### config.mk
export PLATFORM = sky130hd
export DESIGN_NAME = hazard_ctrl_flat
export DESIGN_NICKNAME = d
export VERILOG_FILES = /design/src/rtl/hazard_ctrl_pkg.sv /design/src/rtl/hazard_ctrl_if.sv /design/src/rtl/hazard_ctrl_sat_counter.sv /design/src/rtl/hazard_ctrl.sv /design/src/flat_wrapper.sv
export SDC_FILE = /design/constraint.sdc
export NUM_CORES = 1
export LEC_CHECK = 0
export ABC_AREA = 1
export BUFFER_PORTS_ARGS = -buffer_cell sky130_fd_sc_hd__buf_4
export CAP_MARGIN = 20
export CORE_ASPECT_RATIO = 1.1
export CORE_MARGIN = 2
export CORE_UTILIZATION = 55
export DETAILED_ROUTE_END_ITERATION = 7
export GPL_TIMING_DRIVEN = 0
export PLACE_DENSITY_LB_ADDON = 0.25
export SETUP_SLACK_MARGIN = 0.1
export SYNTH_ARGS = -nofsm -noshare
export SYNTH_HDL_FRONTEND = slang
export SYNTH_SLANG_ARGS = --single-unit
### constraint.sdc
create_clock -name clk -period 5.2 [get_ports clk]
set_input_delay 0.26 -clock clk [delete_from_list [all_inputs] [get_ports clk]]
set_output_delay 0.26 -clock clk [all_outputs]
set_load 0.05 [all_outputs]
### src/rtl/hazard_ctrl_pkg.sv
// hazard_pkg: shared types and constants for the pipeline hazard controller.
//   state_t   - FSM state encoding (RUN / MD_BUSY)
//   MD_LAT_DEF - default total mul/div EX occupancy in cycles
//   REG_ZERO  - architectural x0, never a load-use source
package hazard_pkg;

    typedef logic [0:0] state_t;

    localparam state_t RUN     = 1'b0;
    localparam state_t MD_BUSY = 1'b1;

    localparam int MD_LAT_DEF = 4;

    localparam logic [4:0] REG_ZERO = 5'd0;

endpackage

### src/rtl/hazard_ctrl_if.sv
// hazard_ctrl_if: pipeline <-> hazard controller signal bundle.
//   master: pipeline side, drives ID/EX status, receives the control outputs
//   slave : hazard controller side
//   ID status : id_rs1, id_rs2, id_use_rs1, id_use_rs2
//   EX status : ex_memread, ex_rd, ex_md_start, ex_branch_taken
//   controls  : PCWrite, IFIDWrite, IF_flush, IDEX_flush, EX_hold, md_busy
interface hazard_ctrl_if;

    logic [4:0] id_rs1;
    logic [4:0] id_rs2;
    logic       id_use_rs1;
    logic       id_use_rs2;
    logic       ex_memread;
    logic [4:0] ex_rd;
    logic       ex_md_start;
    logic       ex_branch_taken;

    logic       PCWrite;
    logic       IFIDWrite;
    logic       IF_flush;
    logic       IDEX_flush;
    logic       EX_hold;
    logic       md_busy;

    modport master (
        output id_rs1, id_rs2, id_use_rs1, id_use_rs2,
               ex_memread, ex_rd, ex_md_start, ex_branch_taken,
        input  PCWrite, IFIDWrite, IF_flush, IDEX_flush, EX_hold, md_busy
    );

    modport slave (
        input  id_rs1, id_rs2, id_use_rs1, id_use_rs2,
               ex_memread, ex_rd, ex_md_start, ex_branch_taken,
        output PCWrite, IFIDWrite, IF_flush, IDEX_flush, EX_hold, md_busy
    );

endinterface

### src/rtl/hazard_ctrl_sat_counter.sv
// sat_counter: event counter that sticks at all-ones instead of wrapping.
//   clk   - clock
//   reset - synchronous active-high clear
//   inc   - count this edge
//   cnt   - current count (registered)
module sat_counter #(
    parameter int W = 32
) (
    input  logic         clk,
    input  logic         reset,
    input  logic         inc,
    output logic [W-1:0] cnt
);

    always_ff @(posedge clk) begin
        if (reset)
            cnt <= '0;
        else if (inc && (cnt != '1))
            cnt <= cnt + 1'b1;
    end

endmodule

### src/rtl/hazard_ctrl.sv
// hazard_ctrl: front-end hazard controller.
//   Detects load-use hazards against the ID instruction, flushes IF/ID and
//   ID/EX on a taken branch resolved in EX, and freezes the front end for
//   MD_LAT cycles while a mul/div occupies EX.
//   clk, reset   - clock, synchronous active-high reset
//   hz           - hazard_ctrl_if.slave bundle (pipeline status in, controls out)
//   stall_cycles - saturating count of edges with PCWrite=0
//   flush_count  - saturating count of edges with IF_flush=1
module hazard_ctrl
    import hazard_pkg::*;
#(
    parameter int MD_LAT = MD_LAT_DEF,  // 2..15
    parameter int CNT_W  = 32
) (
    input  logic             clk,
    input  logic             reset,
    hazard_ctrl_if.slave     hz,
    output logic [CNT_W-1:0] stall_cycles,
    output logic [CNT_W-1:0] flush_count
);

    // The start cycle itself is one freeze cycle, and the busy state exits
    // on the cycle md_cnt reads 0, so loading MD_LAT-2 gives MD_LAT total.
    localparam logic [3:0] MD_LOAD = 4'(MD_LAT - 2);

    state_t     state, state_nxt;
    logic [3:0] md_cnt, md_cnt_nxt;

    logic lu;
    logic pc_write, ifid_write, if_flush, idex_flush, ex_hold, busy;

    assign lu = hz.ex_memread && (hz.ex_rd != REG_ZERO) &&
                ((hz.id_use_rs1 && (hz.id_rs1 == hz.ex_rd)) ||
                 (hz.id_use_rs2 && (hz.id_rs2 == hz.ex_rd)));

    always_comb begin
        state_nxt  = state;
        md_cnt_nxt = md_cnt;
        pc_write   = 1'b1;
        ifid_write = 1'b1;
        if_flush   = 1'b0;
        idex_flush = 1'b0;
        ex_hold    = 1'b0;
        busy       = 1'b0;

        if (reset) begin
            // idle values while reset is held
            state_nxt  = RUN;
            md_cnt_nxt = '0;
        end else if (state == MD_BUSY) begin
            // all hazard/branch/start inputs ignored while frozen
            pc_write   = 1'b0;
            ifid_write = 1'b0;
            ex_hold    = 1'b1;
            busy       = 1'b1;
            if (md_cnt == '0)
                state_nxt = RUN;
            else
                md_cnt_nxt = md_cnt - 1'b1;
        end else if (hz.ex_branch_taken) begin
            // wrong-path instructions in IF/ID and ID are squashed; the
            // redirect must still load the PC, so no stall here
            if_flush   = 1'b1;
            idex_flush = 1'b1;
        end else if (hz.ex_md_start) begin
            pc_write   = 1'b0;
            ifid_write = 1'b0;
            ex_hold    = 1'b1;
            state_nxt  = MD_BUSY;
            md_cnt_nxt = MD_LOAD;
        end else if (lu) begin
            pc_write   = 1'b0;
            ifid_write = 1'b0;
            idex_flush = 1'b1;
        end
    end

    always_ff @(posedge clk) begin
        if (reset) begin
            state  <= RUN;
            md_cnt <= '0;
        end else begin
            state  <= state_nxt;
            md_cnt <= md_cnt_nxt;
        end
    end

    assign hz.PCWrite    = pc_write;
    assign hz.IFIDWrite  = ifid_write;
    assign hz.IF_flush   = if_flush;
    assign hz.IDEX_flush = idex_flush;
    assign hz.EX_hold    = ex_hold;
    assign hz.md_busy    = busy;

    sat_counter #(.W(CNT_W)) u_stall_cnt (
        .clk   (clk),
        .reset (reset),
        .inc   (!pc_write),
        .cnt   (stall_cycles)
    );

    sat_counter #(.W(CNT_W)) u_flush_cnt (
        .clk   (clk),
        .reset (reset),
        .inc   (if_flush),
        .cnt   (flush_count)
    );

endmodule
### src/flat_wrapper.sv
// flat-port wrapper written by rule: the top's interface ports become plain ports
module hazard_ctrl_flat import hazard_pkg::*;
#(
    parameter int MD_LAT = MD_LAT_DEF,          
    parameter int CNT_W  = 32
)
  (clk, reset, stall_cycles, flush_count, hz_id_rs1, hz_id_rs2, hz_id_use_rs1, hz_id_use_rs2, hz_ex_memread, hz_ex_rd, hz_ex_md_start, hz_ex_branch_taken, hz_PCWrite, hz_IFIDWrite, hz_IF_flush, hz_IDEX_flush, hz_EX_hold, hz_md_busy);
  hazard_ctrl_if hz_i ();
  input  logic clk;
  input  logic reset;
  output logic [CNT_W-1:0] stall_cycles;
  output logic [CNT_W-1:0] flush_count;
  input wire logic [$bits(hz_i.id_rs1)-1:0] hz_id_rs1;
  input wire logic [$bits(hz_i.id_rs2)-1:0] hz_id_rs2;
  input wire logic [$bits(hz_i.id_use_rs1)-1:0] hz_id_use_rs1;
  input wire logic [$bits(hz_i.id_use_rs2)-1:0] hz_id_use_rs2;
  input wire logic [$bits(hz_i.ex_memread)-1:0] hz_ex_memread;
  input wire logic [$bits(hz_i.ex_rd)-1:0] hz_ex_rd;
  input wire logic [$bits(hz_i.ex_md_start)-1:0] hz_ex_md_start;
  input wire logic [$bits(hz_i.ex_branch_taken)-1:0] hz_ex_branch_taken;
  output wire logic [$bits(hz_i.PCWrite)-1:0] hz_PCWrite;
  output wire logic [$bits(hz_i.IFIDWrite)-1:0] hz_IFIDWrite;
  output wire logic [$bits(hz_i.IF_flush)-1:0] hz_IF_flush;
  output wire logic [$bits(hz_i.IDEX_flush)-1:0] hz_IDEX_flush;
  output wire logic [$bits(hz_i.EX_hold)-1:0] hz_EX_hold;
  output wire logic [$bits(hz_i.md_busy)-1:0] hz_md_busy;
  assign hz_i.id_rs1 = hz_id_rs1;
  assign hz_i.id_rs2 = hz_id_rs2;
  assign hz_i.id_use_rs1 = hz_id_use_rs1;
  assign hz_i.id_use_rs2 = hz_id_use_rs2;
  assign hz_i.ex_memread = hz_ex_memread;
  assign hz_i.ex_rd = hz_ex_rd;
  assign hz_i.ex_md_start = hz_ex_md_start;
  assign hz_i.ex_branch_taken = hz_ex_branch_taken;
  assign hz_PCWrite = hz_i.PCWrite;
  assign hz_IFIDWrite = hz_i.IFIDWrite;
  assign hz_IF_flush = hz_i.IF_flush;
  assign hz_IDEX_flush = hz_i.IDEX_flush;
  assign hz_EX_hold = hz_i.EX_hold;
  assign hz_md_busy = hz_i.md_busy;
  hazard_ctrl #(.MD_LAT(MD_LAT), .CNT_W(CNT_W)) u_core (.clk(clk), .reset(reset), .hz(hz_i), .stall_cycles(stall_cycles), .flush_count(flush_count));
endmodule
== Word-level counts from Yosys, hierarchy flattened ==
Index checks and enable logic that the tools add are counted.
Widths: inputs -> output; s select.

* Output and inout port bits: 70
* Logic and storage cells: 50
* Input bits: 22
* Register bits after elaboration: 69

* Reductions and logical operators: 12
* Add/sub/neg operators: 3
* Multiplexer cells: 25
* Eq/ne operators: 6

{| class="wikitable"
|+ Operators with widths
! operator !! count
|-
| $add 32x1->32 const B || 2
|-
| $ne 32x32->1 const B || 2
|-
| $mux 1 || 21
|-
| $mux 4 || 4
|-
| $eq 5x5->1 || 2
|-
| $logic_and 1x1->1 || 6
|-
| $reduce_bool 5->1 || 1
|-
| $logic_not 4->1 || 1
|-
| $sub 4x1->4 const B || 1
|-
| $reduce_and 3->1 || 1
|-
| $ne 2x1->1 const B || 1
|-
| $ne 2x2->1 const B || 1
|-
| $reduce_bool 2->1 || 1
|-
| $logic_not 1->1 || 1
|-
| $logic_or 1x1->1 || 1
|}

== Longest topological paths before layout ==
* Word-level depth: 11
* Gate-level depth with buffers: 13
* Depth with buffers taken out: 11

== By module ==
From an unflattened synthesis, not the netlist that was laid out.

* Cell total of the unflattened synthesis: 751
* Area total of the unflattened synthesis: 4664.5 µm²

{| class="wikitable"
|+ Modules (own cells, without submodules)
! module !! instances !! area each (µm²) !! cells each
|-
| sat_counter || 2 || 2062.0 || 324
|-
| hazard_ctrl || 1 || 540.5 || 103
|}

== Least setup slack after synthesis ==
Ideal clock, no wire load.

* Path type: flip-flop to flip-flop
* From: reg u_core.u_stall_cnt.cnt[0]
* To: reg u_core.u_stall_cnt.cnt[24]
* Stages on the path, launching flop included: 12
* Data required time: 5.130 ns
* Path slack: 3.014 ns
* Data arrival time: 2.116 ns
* Period minus slack after synthesis: 2.186 ns
* Buffers on the path: 2
* Cells stage by stage: dfxtp_1 -> ha_1 -> nand2_2 -> nor2_4 -> nand3_2 -> nor2_2 -> nand3_2 -> nand2_1 -> buf_6 -> buf_8 -> nand2_2 -> a21oi_2

* Cells in the longest elaborated chain, start to end: 2

{| class="wikitable"
|+ RTL lines
! item !! RTL line !! source
|-
| start, declared || hazard_ctrl_sat_counter.sv:12 || <nowiki>output logic [W-1:0] cnt</nowiki>
|-
| start signal, assigned || hazard_ctrl_sat_counter.sv:19 || <nowiki>cnt <= cnt + 1'b1;</nowiki>
|-
| branches (longest 2 deep; another with $add 32x1->32) || n/a ||
|}

Several ways; the timed one is not identified.
A chain may end at the register's enable or synchronous reset.

== Worst setup path after layout ==
Same ends and word-level chain as after synthesis.

==> qor.txt <==
leakage power total: 2.25 nW
drt initial violations: 171
number of global-route vias before repair: 4796
gp weighted congestion: 0.981
RSZ-0062 raised after global routing: no
maxcap violations: 0
clk slew on worst S/H paths: 0.08 ns
post_cts resized: 0
Crit. End Element: flop
remaining global-route overflow: 0
CTS Sinks: 69
post-route DRC violation count: 0
Final Util: 0.711
first-pass GRT wire length: 21900 um
Seq/Total Area, Yosys: 0.301
Synth Instances: 745
largest net degree at the start of global routing: 14
share of cells above drive strength 1: 0.197
Final Net Count: 872
Fmax achieved: 463 MHz
Final Skew: 0.0112 ns
via density per instance: 5.31
Startpoint Class: flop
Ant. Diodes: 0
initial cell density of the core: 0.574
post-CTS setup buffers: 0
cell taking the most area after synthesis: dfxtp_1
min cycle time layout: 2.16 ns
Hold Crit Class: in -> reg
1st-pass router iterations: 4
via count of the routed design: 5098
Setup Total Neg Slack: 0 ns
top post-synthesis cells by area: dfxtp_1 (30%), nand2_1 (21%), nor2_1 (7.9%)
Main synth FF type: dfxtp_1
post-layout instance area: 5680 sq um
antenna-violating nets left: 0
Post-Syn Area per Cell: 6.17 sq um
CTS H-tree lvls: 3
core area: 8000 sq um
maximum vdd drop: 0.000187 V
Critical Setup Path Class: reg -> reg
slowest CP cell: dfxtp_1
crit-path max FO: 10
max incr delay on CP: 0.48 ns
Die H: 99.9 um
P per Cell Area: 220 nW/um^2
Area Overhead vs Synth: 23.7%
chip width: 91.1 um
final worst-path setup slack: 3.04 ns
PortBufs: 91
Slew Limit Fails: 0
Clock Latency Late Sink: 0.36 ns
Slew HR: 0.541
Syn Nets: 770
Post-CTS Hold Fix Bufs: 0
endpoints failing setup: 0
Routed WL per cell: 13.6 um
YS warnings: 0
outcome: finished, final reports clean
proportion of netlist area held by the largest area contributor: 0.301
die area: 9100 sq um
count leader, synth: nand2_1
clk root buf: clkbuf_8
Async SR Flop Fraction: 0
register bit total from synthesis: 69
Layout fillers: 767
Core Rows: 34
CTS buffer count: 9
HPWL Detailed: 10100 um
CTS tree: done
Worst-Margin Slew: 0.688 ns
worst-case clock buffer depth: 2
final wirelength: 13100 um
dpl ws: 3.09 ns
final hold vios: 0
Post-Syn Area: 4590 sq um
IO Pins: 92
Total GRT Usage: 0.293
Req. time, crit path: 5.49 ns
Placed Area: 5410 sq um
initial antenna violation count: 0
Yosys cell types: 33
synth cell count leaders: nand2_1 (251), nor2_1 (97), dfxtp_1 (69)
Post-synth EDFFs: 0
CP cell instances: ha_1, nand2_2, nor2_4, nand3_2, nor2_2, nand3_2, nand2_1, buf_6, buf_8, nand2_2, a21oi_2
Critical Path AT: 2.45 ns
final worst path period share: 0.415
[cell families (layout without fill, tap and decap cells)]
family / after synthesis / after routing / share of synthesized area
fa+ha+maj: 3 / 3 / 0.00817
xor+xnor: 35 / 35 / 0.0667
simple gates: 475 / 475 / 0.450
buf+inv: 88 / 195 / 0.0836
compound gates: 75 / 75 / 0.0912
flops: 69 / 69 / 0.301
[registers in the layout, indices dropped and copies added (netlist names)]
name                    count
u_core.u_flush_cnt.cnt     32
u_core.u_stall_cnt.cnt     32
u_core.md_cnt               4
u_core.state                1
[critical path, delay by kind of cell (launching register included)]
kind / cells / cell delay, ns
adder cells (fa/ha/maj): 1 / 0.33
flip-flops: 1 / 0.48
AND/OR/NAND/NOR: 7 / 0.86
buffers and inverters: 2 / 0.31
AO/OA/AOI/OAI: 1 / 0.12
[per-stage QoR]
step / hold WS, ns / std cells / power (W)
global placement: 0.466 / 944 / 0.000663
floorplan: 0.444 / 745 / 0.000624
detailed placement: 0.477 / 944 / 0.000666
CTS: 0.312 / 960 / 0.00126
global route: 0.334 / 960 / 0.00129
finish: 0.321 / 960 / 0.00125
[cell type report]
cell class,instances,area (sq um),share of cell area
buffer,23,140,0.0247
clock buffer,9,124,0.0218
clock inverter,7,146,0.0258
inverter,65,244,0.0429
multi-input combinational,588,2830,0.498
sequential,69,1380,0.243
tap,108,135,0.0238
timing repair buffer,91,683,0.120
[report_power, final]
part / switching (W) / total (W) / leakage (nW) / internal [W]
clock network: 0.000226 / 0.000597 / 0.134 / 0.000370
logic: 0.0000767 / 0.000116 / 1.56 / 0.0000396
registers: 0.00000444 / 0.000537 / 0.557 / 0.000532
total: 0.000308 / 0.00125 / 2.25 / 0.000942
[cells in the final DEF (no fill, tap or decap), drive strengths merged]
cell type	instances
bufinv	4
nand4	10
a31oi	1
and3	1
nand2	264
clkbuf	19
nor3b	1
nor3	30
nand3b	9
ha	3
buf	104
clkinv	3
nand3	56
o21a	1
dfxtp	69
xnor2	8
o31ai	1
o21ai	10
a21oi	62
xor2	27
inv	65
nor2	104
[worst paths after layout]
check                             from                    endpoint  slack, ns  cells after the start
max reg2reg  u_core.u_stall_cnt.cnt[0]  u_core.u_stall_cnt.cnt[24]       3.04                     11
min                              reset  u_core.u_flush_cnt.cnt[18]       0.32                      4
max          u_core.u_stall_cnt.cnt[0]  u_core.u_stall_cnt.cnt[24]       3.04                     11
min reg2reg           u_core.md_cnt[0]            u_core.md_cnt[0]       0.50                      1
[routing by layer]
layer / routed length [um] / vias up / GRT usage
met5: 0 / - / 0
met4: 518 / 0 / 0.143
met3: 688 / 35 / 0.0443
met2: 6580 / 163 / 0.533
met1: 5300 / 2316 / 0.337
li1: - / 2584 / -
(Power assumes the default switching activity.)
